File: src/rtl/loader_pkg.sv
// Shared constants for the instruction memory loader: geometry and FSM state encoding.
package loader_pkg;

   localparam int unsigned ADDR_WIDTH     = 11;
   localparam int unsigned DATA_WIDTH     = 32;
   localparam int unsigned DEPTH          = 2048;
   localparam int unsigned BYTES_PER_WORD = 4;
   localparam int unsigned IDX_WIDTH      = $clog2(BYTES_PER_WORD);

   localparam logic [2:0] StIdle  = 3'd0;
   localparam logic [2:0] StCntHi = 3'd1;
   localparam logic [2:0] StCntLo = 3'd2;
   localparam logic [2:0] StLoad  = 3'd3;
   localparam logic [2:0] StCheck = 3'd4;
   localparam logic [2:0] StDone  = 3'd5;
   localparam logic [2:0] StError = 3'd6;

endpackage

File: src/rtl/word_assembler.sv
// Packs a byte stream MSB-first into 32-bit words and keeps a running 8-bit sum of the bytes.
module word_assembler
   import loader_pkg::*;
(
   input  logic                  clk_i,
   input  logic                  rst_ni,
   input  logic                  clear_i,
   input  logic                  valid_i,
   input  logic [7:0]            byte_i,
   output logic                  word_ready_o,
   output logic [DATA_WIDTH-1:0] word_o,
   output logic [7:0]            sum_o
);

   logic [DATA_WIDTH-9:0] shift_q, shift_d;
   logic [IDX_WIDTH-1:0]  idx_q, idx_d;
   logic [7:0]            sum_q, sum_d;

   always_comb begin
      shift_d = shift_q;
      idx_d   = idx_q;
      sum_d   = sum_q;
      if (clear_i) begin
         shift_d = '0;
         idx_d   = '0;
         sum_d   = '0;
      end else if (valid_i) begin
         shift_d = {shift_q[DATA_WIDTH-17:0], byte_i};
         idx_d   = idx_q + 1'b1;
         sum_d   = sum_q + byte_i;
      end
   end

   // The completed word bypasses the shift register so a byte can arrive every cycle.
   assign word_ready_o = valid_i && !clear_i && (idx_q == IDX_WIDTH'(BYTES_PER_WORD - 1));
   assign word_o       = {shift_q, byte_i};
   assign sum_o        = sum_q;

   always_ff @(posedge clk_i) begin
      if (!rst_ni) begin
         shift_q <= '0;
         idx_q   <= '0;
         sum_q   <= '0;
      end else begin
         shift_q <= shift_d;
         idx_q   <= idx_d;
         sum_q   <= sum_d;
      end
   end

endmodule

File: src/rtl/inst_mem_loader.sv
// Loads a counted, checksummed byte stream into instruction memory while holding the CPU.
module inst_mem_loader #(
   parameter int unsigned ADDR_WIDTH = 11,
   parameter int unsigned DATA_WIDTH = 32,
   parameter int unsigned DEPTH      = 2048
) (
   input  logic                  clock,
   input  logic                  reset,
   input  logic                  start,
   input  logic [7:0]            rx_data,
   input  logic                  rx_valid,
   output logic                  mem_we,
   output logic [ADDR_WIDTH-1:0] mem_addr,
   output logic [DATA_WIDTH-1:0] mem_wdata,
   output logic                  cpu_hold,
   output logic                  busy,
   output logic                  done,
   output logic                  error,
   output logic [ADDR_WIDTH:0]   words_loaded
);

   import loader_pkg::StIdle;
   import loader_pkg::StCntHi;
   import loader_pkg::StCntLo;
   import loader_pkg::StLoad;
   import loader_pkg::StCheck;
   import loader_pkg::StDone;
   import loader_pkg::StError;

   logic [2:0]            state_q, state_d;
   logic [15:0]           count_q, count_d;
   logic [ADDR_WIDTH:0]   words_q, words_d;
   logic [ADDR_WIDTH:0]   words_inc;
   logic [15:0]           count_full;
   logic                  mem_we_q, mem_we_d;
   logic [ADDR_WIDTH-1:0] addr_q, addr_d;
   logic [DATA_WIDTH-1:0] wdata_q, wdata_d;

   logic                  idle_like;
   logic                  clear;
   logic                  asm_valid;
   logic                  word_ready;
   logic [DATA_WIDTH-1:0] word;
   logic [7:0]            sum;

   assign idle_like  = (state_q == StIdle) || (state_q == StDone) || (state_q == StError);
   assign clear      = idle_like && start;
   assign asm_valid  = rx_valid && (state_q == StLoad);
   assign words_inc  = words_q + 1'b1;
   assign count_full = {count_q[15:8], rx_data};

   word_assembler u_word_assembler (
      .clk_i        (clock),
      .rst_ni       (reset),
      .clear_i      (clear),
      .valid_i      (asm_valid),
      .byte_i       (rx_data),
      .word_ready_o (word_ready),
      .word_o       (word),
      .sum_o        (sum)
   );

   always_comb begin
      state_d  = state_q;
      count_d  = count_q;
      words_d  = words_q;
      addr_d   = addr_q;
      wdata_d  = wdata_q;
      mem_we_d = 1'b0;
      case (state_q)
         StIdle, StDone, StError: begin
            if (start) begin
               state_d = StCntHi;
               count_d = '0;
               words_d = '0;
               addr_d  = '0;
            end
         end
         StCntHi: begin
            if (rx_valid) begin
               count_d[15:8] = rx_data;
               state_d       = StCntLo;
            end
         end
         StCntLo: begin
            if (rx_valid) begin
               count_d = count_full;
               if (count_full == 16'd0) begin
                  state_d = StCheck;
               end else if (count_full > 16'(DEPTH)) begin
                  state_d = StError;
               end else begin
                  state_d = StLoad;
               end
            end
         end
         StLoad: begin
            if (word_ready) begin
               mem_we_d = 1'b1;
               addr_d   = words_q[ADDR_WIDTH-1:0];
               wdata_d  = word;
               words_d  = words_inc;
               if (32'(words_inc) == 32'(count_q)) begin
                  state_d = StCheck;
               end
            end
         end
         StCheck: begin
            if (rx_valid) begin
               state_d = (rx_data == sum) ? StDone : StError;
            end
         end
         default: state_d = StIdle;
      endcase
   end

   always_ff @(posedge clock) begin
      if (!reset) begin
         state_q  <= StIdle;
         count_q  <= '0;
         words_q  <= '0;
         addr_q   <= '0;
         wdata_q  <= '0;
         mem_we_q <= 1'b0;
      end else begin
         state_q  <= state_d;
         count_q  <= count_d;
         words_q  <= words_d;
         addr_q   <= addr_d;
         wdata_q  <= wdata_d;
         mem_we_q <= mem_we_d;
      end
   end

   assign busy         = (state_q == StCntHi) || (state_q == StCntLo) ||
                         (state_q == StLoad)  || (state_q == StCheck);
   assign done         = (state_q == StDone);
   assign error        = (state_q == StError);
   // A rejected image keeps the CPU frozen until a good load completes.
   assign cpu_hold     = busy || error;
   assign mem_we       = mem_we_q;
   assign mem_addr     = addr_q;
   assign mem_wdata    = wdata_q;
   assign words_loaded = words_q;

endmodule

File: config.mk
export PLATFORM = sky130hd
export DESIGN_NAME = inst_mem_loader
export DESIGN_NICKNAME = d
export VERILOG_FILES = /design/src/rtl/loader_pkg.sv /design/src/rtl/word_assembler.sv /design/src/rtl/inst_mem_loader.sv
export SDC_FILE = /design/constraint.sdc
export NUM_CORES = 1
export LEC_CHECK = 0
export CORE_MARGIN = 2
export CORE_UTILIZATION = 58
export DETAILED_ROUTE_END_ITERATION = 7
export GPL_TIMING_DRIVEN = 0
export PLACE_DENSITY = 0.86
export RECOVER_POWER = 100
export SLEW_MARGIN = 5
export SYNTH_ARGS = -nofsm -noshare
export SYNTH_HDL_FRONTEND = slang
export SYNTH_SLANG_ARGS = --single-unit
export TNS_END_PERCENT = 10
File: constraint.sdc
create_clock -name clock -period 7.72 [get_ports clock]
set_clock_uncertainty 0.2 [all_clocks]
set_input_delay 1.544 -clock clock [delete_from_list [all_inputs] [get_ports clock]]
set_output_delay 1.544 -clock clock [all_outputs]
set_load 0.01 [all_outputs]
==> key figures, run 1 <==
Status
  – Status: finished, final reports clean

Clock tree
  – Clk_lat worst skew: 0.38 ns
  – CTS sink count: 109
  – CTS Buffer Depth: 2
  – Setup Buffers After CTS: 0
  – Total CTS buffers: 9
  – CTS root buf: clkbuf_8
  – Post_cts resized: 0
  – # hold bufs at CTS: 0
  – TritonCTS clock tree: built
  – H-tree levels: 3
  – Reg clk slew, reported paths: 0.11 ns

Worst hold path
  – Worst hold-check path type: flop to flop
  – Start point of the worst hold path: mem_addr[3]

Yosys
  – Ys async rst share: 0%
  – Synth Flop Type: dfxtp_1
  – #FFs+latches synth: 109
  – Register area share after synthesis: 43.9%
  – Post-synth net total: 675
  – Synthesis warning total: 0
  – Library cells used by synthesis: 51
  – Mapped Cells: 653
  – Mean Syn Cell Area: 7.61 um^2
  – Post-synth EDFFs: 0
  – Netlist Area Pre-Place: 0.00497 mm^2

Placed design
  – Post-DP HPWL: 9.36 mm
  – Port bufs: 68
  – Gpl congestion: 0.907

Finish
  – Most common cell after layout, fill and taps aside: nand2_1
  – Nets@finish: 754
  – Area grow syn2layout: 20.2%
  – Commonest non-fill, non-tap cells in the layout: nand2_1, dfxtp_1, a21oi_1
  – Ant diodes: 0
  – Layout cell share with drive strength beyond 1: 4.75%

Floorplanning
  – Initial core utilization: 60.2%
  – Overall die height: 96.6 um
  – Site row count: 33
  – Die area: 0.00933 mm^2
  – I/O pin cnt: 72
  – DIE WIDTH: 96.6 um
  – Area of the core: 0.00826 mm^2

Routing
  – Via count: 4876
  – Routed Antenna Nets: 0
  – Final WL: 13.0 mm
  – Via-to-Cell Ratio: 5.79
  – Initial DRT Pass Iterations: 5
  – Average wire per standard cell: 15.4 um
  – DRC violations left: 0
  – Initial DRC count: 329

Worst setup path
  – CP arrival: 2.31 ns
  – Critical Path Start Type: flop
  – Critical Path RT: 5.98 ns
  – Crit-path max FO: 10
  – Reg2reg start: words_loaded[0]
  – CP Launch Point: state_q[0]
  – Crit end category: output port
  – Crit Path Class: flop to output port

STA
  – Minimum clock period: 4.05 ns
  – Setup TNS: 0 ns
  – Fmax: 247 MHz
  – Final Max Tran Viols: 0
  – Worst slew pin tran: 1.10 ns
  – Final hold viol count: 0
  – Slew margin rel.: 26.1%
  – Worst hold slack: 0.255 ns
  – Crit share post-route: 52.5%
  – Setup-failing EPs final: 0
  – RSZ-0062 raised after global routing: no

Pwr
  – PD cells: 217 mW/mm^2
  – Total power: 1.30 mW
  – Maximum VDD drop: 149 uV
  – Leakage power: 2.21 nW

GRT
  – Number of global-route vias before repair: 4301
  – Initial antenna violation count: 0
  – GR Util All Layers: 29.2%
  – Overflow after GRT: 0
  – First-pass GRT wire length: 21.0 mm
  – Pin count of the biggest net entering global routing: 22

Flow run
  – Max cap viols: 0
cells by family after synthesis:
kind of cell               Yosys count  synth area share (%)
and+or+nand+nor                    295                  26.0
AOI/OAI and AO/OA                  152                  17.6
DFF                                109                  43.9
buffers and inverters               60                  4.93
xor gates and xnor gates            22                  3.88
adders and majority gates           10                  2.67
muxes                                5                  1.06
stage by stage:
step / setup WS, ns / utilization (%) / cell area, um^2 / cells
floorplan: 4.22 / - / 4970 / 653
global route: 3.54 / 72.4 / 5980 / 842
CTS: 3.78 / 72.5 / 5980 / 842
finish: 3.67 / 72.4 / 5980 / 842
detailed placement: 3.62 / 70.0 / 5780 / 826
global placement: 3.63 / 70.0 / 5780 / 826
critical path, cell delays in order, from the launching register on:
cell and delay [ns]:
dfxtp_1 0.32, buf_2 0.19, inv_1 0.10, clkbuf_1 0.22, and3_1 0.22, or2_2 0.28
dlygate4sd3_1 0.60
cell usage after synthesis (4+ instances only):
cell type	number	share of area, %
nand2_1	165	12
dfxtp_1	109	44
a21oi_1	99	10
nor2_1	46	3.5
clkbuf_1	36	2.7
nand3_1	31	3.1
xnor2_1	15	2.6
a31oi_1	14	1.8
o21ai_0	14	1.4
inv_1	13	0.98
nor3_1	12	1.2
ha_1	9	2.3
nor4_1	9	1.1
and3_1	7	0.88
buf_2	7	0.70
xor2_1	7	1.2
nor2b_1	5	0.63
o211ai_1	5	0.75
and2_1	4	0.50
nand2b_1	4	0.50
registers in the layout, summed over array words and instances (netlist names):
register / cells
u_word_assembler.shift_q: 24
mem_wdata: 32
words_loaded: 12
mem_addr: 11
u_word_assembler.sum_o: 8
mem_we: 1
u_word_assembler.idx_q: 2
state_q: 3
count_q: 16
cell type report:
type,instances,area [um^2]
plain buffers,46,191
repair buffers,68,681
well taps,105,131
inverters,14,52.6
fillers,655,2280
flip-flops and latches,109,2180
clock inverters,7,75.1
multi-input cells,484,2540
clock buffers,9,124
routing by layer:
layer | part of all wire, % | vias up | GRT usage, %
met5 | 0 | - | 0
met3 | 7.9 | 25 | 5.90
li1 | - | 2373 | -
met2 | 44 | 204 | 43.8
met1 | 46 | 2274 | 42.1
met4 | 1.9 | 0 | 9.51
power breakdown:
group / leakage [nW] / switching, mW / internal (mW)
combinational: 1.24 / 0.238 / 0.121
sequential: 0.878 / 0.00983 / 0.579
clock: 0.0990 / 0.221 / 0.129
final timing paths:
path / slack (ns) / to / cells past startpoint
setup / recovery: 3.67 / cpu_hold / 6
hold / removal: 0.25 / mem_addr[3] / 2
setup reg to reg: 4.72 / state_q[2] / 8
hold reg to reg: 0.25 / mem_addr[3] / 2
Note: power is estimated with default switching activity, not from simulation.
==> inputs of run 2 (changes only) <==
--- a/config.mk
+++ b/config.mk
@@ -6,10 +6,10 @@
 export NUM_CORES = 1
 export LEC_CHECK = 0
 export CORE_MARGIN = 2
-export CORE_UTILIZATION = 58
+export CORE_UTILIZATION = 49
 export DETAILED_ROUTE_END_ITERATION = 7
 export GPL_TIMING_DRIVEN = 0
-export PLACE_DENSITY = 0.86
+export PLACE_DENSITY = 0.78
 export RECOVER_POWER = 100
 export SLEW_MARGIN = 5
 export SYNTH_ARGS = -nofsm -noshare
==> constraint.sdc (replaced) <==
create_clock -name clock -period 3.41 [get_ports clock]
set_clock_uncertainty 0.2 [all_clocks]
set_input_delay 0.682 -clock clock [delete_from_list [all_inputs] [get_ports clock]]
set_output_delay 0.682 -clock clock [all_outputs]
set_load 0.01 [all_outputs]
==> run 2 against run 1 <==
  * Sequential power is 130% higher
  * Clock power grew 120%
  * First-iteration DRC count down 5.5%
  * Flip-flop and latch count unchanged
  * Via count shrank 0.49%
  * Final cell count grew 3.3%
  * Cell area up 0.63%
  * Sequential share of layout area decreased by 0.23 points
  * Critical path depth stayed put
  * Critical endpoint unchanged
==> key figures, run 2 (synthesis results as in run 1) <==
Status
  – Status: finished, final reports clean (unchanged)

Finish
  – Layout cell share with drive strength beyond 1: 4.88% (was 4.75%)
  – Area of the multi-input gates: 0.00254 mm^2 (about the same)
  – Register area: 0.00218 mm^2 (unchanged)
  – Nets@finish: 754 (unchanged)
  – Final-layout fill cell count: 916 (was 655)
  – Final Instance Area: 0.00601 mm^2 (was 0.00598 mm^2)
  – Fin util: 61.3% (was 72.4%)
  – Commonest non-fill, non-tap cells in the layout: nand2_1, dfxtp_1, a21oi_1 (unchanged)
  – Max reg flops: 32 (unchanged)
  – Most common cell after layout, fill and taps aside: nand2_1 (unchanged)
  – Area grow syn2layout: 21.0% (was 20.2%)
  – Non-filler cells, final: 870 (was 842)
  – Ant diodes: 0 (unchanged)

Pwr
  – Maximum VDD drop: 307 uV (was 149 uV)
  – Leakage power: 2.22 nW (was 2.21 nW)
  – Total power: 2.94 mW (was 1.30 mW)
  – Seq pwr share: 45.3% (was 45.4%)
  – Comb pwr share: 28.1% (was 27.7%)
  – PD cells: 489 mW/mm^2 (was 217 mW/mm^2)
  – Clk network pwr share: 26.6% (was 27.0%)
  – Switching share of total power: 35.5% (was 36.1%)
  – Psw: 1.05 mW (was 0.468 mW)
  – Internal: 1.90 mW (was 0.830 mW)

Routing
  – DRC violations left: 0 (unchanged)
  – Routed Antenna Nets: 0 (unchanged)
  – Final WL: 13.2 mm (was 13.0 mm)
  – Average wire per standard cell: 15.2 um (was 15.4 um)
  – Initial DRC count: 311 (was 329)
  – Via-to-Cell Ratio: 5.58 (was 5.79)
  – Initial DRT Pass Iterations: 6 (was 5)
  – Via count: 4852 (was 4876)

Floorplanning
  – Overall die height: 105 um (was 96.6 um)
  – I/O pin cnt: 72 (unchanged)
  – Site row count: 36 (was 33)
  – Initial core utilization: 50.6% (was 60.2%)
  – DIE WIDTH: 105 um (was 96.6 um)
  – Die area: 0.0110 mm^2 (was 0.00933 mm^2)
  – Area of the core: 0.00982 mm^2 (was 0.00826 mm^2)

Placed design
  – Gpl congestion: 0.892 (was 0.907)
  – Port bufs: 68 (unchanged)
  – Post-DP HPWL: 9.67 mm (was 9.36 mm)
  – Placed insts: 854 (was 826)
  – Placed Area: 0.00582 mm^2 (was 0.00578 mm^2)

Flow run
  – Max cap viols: 0 (unchanged)

Worst setup path
  – Crit-path max FO: 10 (unchanged)
  – Slowest-stage cell, CP: clkdlybuf4s50_1 (was dlygate4sd3_1)
  – Crit Path Class: flop to output port (unchanged)
  – Critical-path cell list: clkbuf_1, clkbuf_1, nor2_1, xnor2_1, or2_2, clkdlybuf4s50_1 (was buf_2, inv_1, clkbuf_1, and3_1, or2_2, dlygate4sd3_1)
  – Max incr delay on CP: 0.47 ns (was 0.60 ns)
  – Worst reg-to-reg setup slack: 0.39 ns (was 4.72 ns)
  – Reg2reg start: words_loaded[0] (unchanged)
  – Critical Path Start Type: flop (unchanged)
  – Most frequent CP cell: clkbuf_1
  – Crit end category: output port (unchanged)
  – CP Launch Point: state_q[1] (was state_q[0])
  – CP arrival: 2.27 ns (was 2.31 ns)
  – Critical Path RT: 2.53 ns (was 5.98 ns)

Clock tree
  – Reg clk slew, reported paths: 0.11 ns (about the same)
  – Setup Buffers After CTS: 0 (unchanged)
  – CTS sink count: 109 (unchanged)
  – H-tree levels: 3 (unchanged)
  – # hold bufs at CTS: 0 (unchanged)
  – CTS root buf: clkbuf_8 (unchanged)
  – Post_cts resized: 0 (unchanged)
  – TritonCTS clock tree: built (unchanged)
  – Total CTS buffers: 9 (unchanged)
  – Clk_lat worst skew: 0.37 ns (was 0.38 ns)
  – CTS Buffer Depth: 2 (unchanged)

GRT
  – Number of global-route vias before repair: 4374 (was 4301)
  – GR Util All Layers: 23.9% (was 29.2%)
  – First-pass GRT wire length: 21.5 mm (was 21.0 mm)
  – GRT met3 Usage: 4.12% (was 5.90%)
  – Overflow after GRT: 0 (unchanged)
  – Initial antenna violation count: 0 (unchanged)
  – GR peak layer: met2 (unchanged)
  – Met2 Usage GRT: 36.9% (was 43.8%)
  – GR Util met1: 34.1% (was 42.1%)
  – Pin count of the biggest net entering global routing: 21 (was 22)

Worst hold path
  – Start point of the worst hold path: mem_addr[3] (unchanged)
  – Worst hold-check path type: flop to flop (unchanged)

STA
  – Worst slew pin tran: 1.07 ns (was 1.10 ns)
  – Fmax: 318 MHz
  – Minimum clock period: 3.15 ns
  – Setup TNS: 0 ns (unchanged)
  – Final hold viol count: 0 (unchanged)
  – Final Max Tran Viols: 0 (unchanged)
  – Setup-failing EPs final: 0 (unchanged)
  – Crit share post-route: 92.4%
  – RSZ-0062 raised after global routing: no (unchanged)
  – Slew margin rel.: 28.3% (was 26.1%)
[run 2: cell count changes in the layout (fill, tap and decap cells not counted), sizes merged]
cell           previous run  this run
clkinvlp                  1         0
inv                      18        16
clkbuf                   46        47
clkinv                    2         4
dlygate4sd3              63        61
clkdlybuf4s50             5         7
[run 2: area by class of cell]
class / count / share of cell area [%]
buffer: 46 / 3.18
sequential: 109 / 36.3
tap: 133 / 2.77
inverter: 14 / 0.874
clock inverter: 6 / 1.04
multi-input combinational: 484 / 42.3
timing repair buffer: 68 / 11.3
clock buffer: 10 / 2.29
[run 2: worst max-delay path, delay by kind of cell (launching register included)]
kind	cells	cell delay, ns
xor+xnor	1	0.14
buf+inv	3	1.07
flops	1	0.32
simple gates	2	0.37
[run 2: final timing paths]
check | end | cells after the start
worst max-delay path | cpu_hold | 6
worst min-delay path | mem_addr[3] | 2
worst max register to register | state_q[0] | 8
worst min register to register | mem_addr[3] | 2
[run 2: metrics by stage]
stage	setup slack [ns]	hold slack [ns]
after floorplan	0.768	0.232
after global placement	0.162	0.240
after detailed placement	0.0949	0.247
after CTS	0.323	0.258
after global routing	0.135	0.276
final	0.260	0.253
[run 2: layer usage]
layer	part of all wire (%)	up-vias	wire length, um
met5	0	-	0
met4	1.5	0	194
met3	8.4	26	1110
met2	44	199	5870
met1	46	2259	6050
li1	-	2368	-
[run 2: power by group through the flow]
stage          Clock (mW)  Combinational, mW  Sequential [mW]
5_1_grt             0.834              0.900             1.34
4_1_cts             0.792              0.821             1.33
3_3_place_gp            0              0.785             1.36
2_1_floorplan           0              0.586             1.36
3_5_place_dp            0              0.817             1.36
6_report            0.782              0.827             1.33
==> inputs of run 3 (changes only) <==
--- a/config.mk
+++ b/config.mk
@@ -15,4 +15,4 @@
 export SYNTH_ARGS = -nofsm -noshare
 export SYNTH_HDL_FRONTEND = slang
 export SYNTH_SLANG_ARGS = --single-unit
-export TNS_END_PERCENT = 10
+export TNS_END_PERCENT = 1
==> results of run 3 <==
Same layout as run 2: the final DEF is identical, and so are final timing and power.
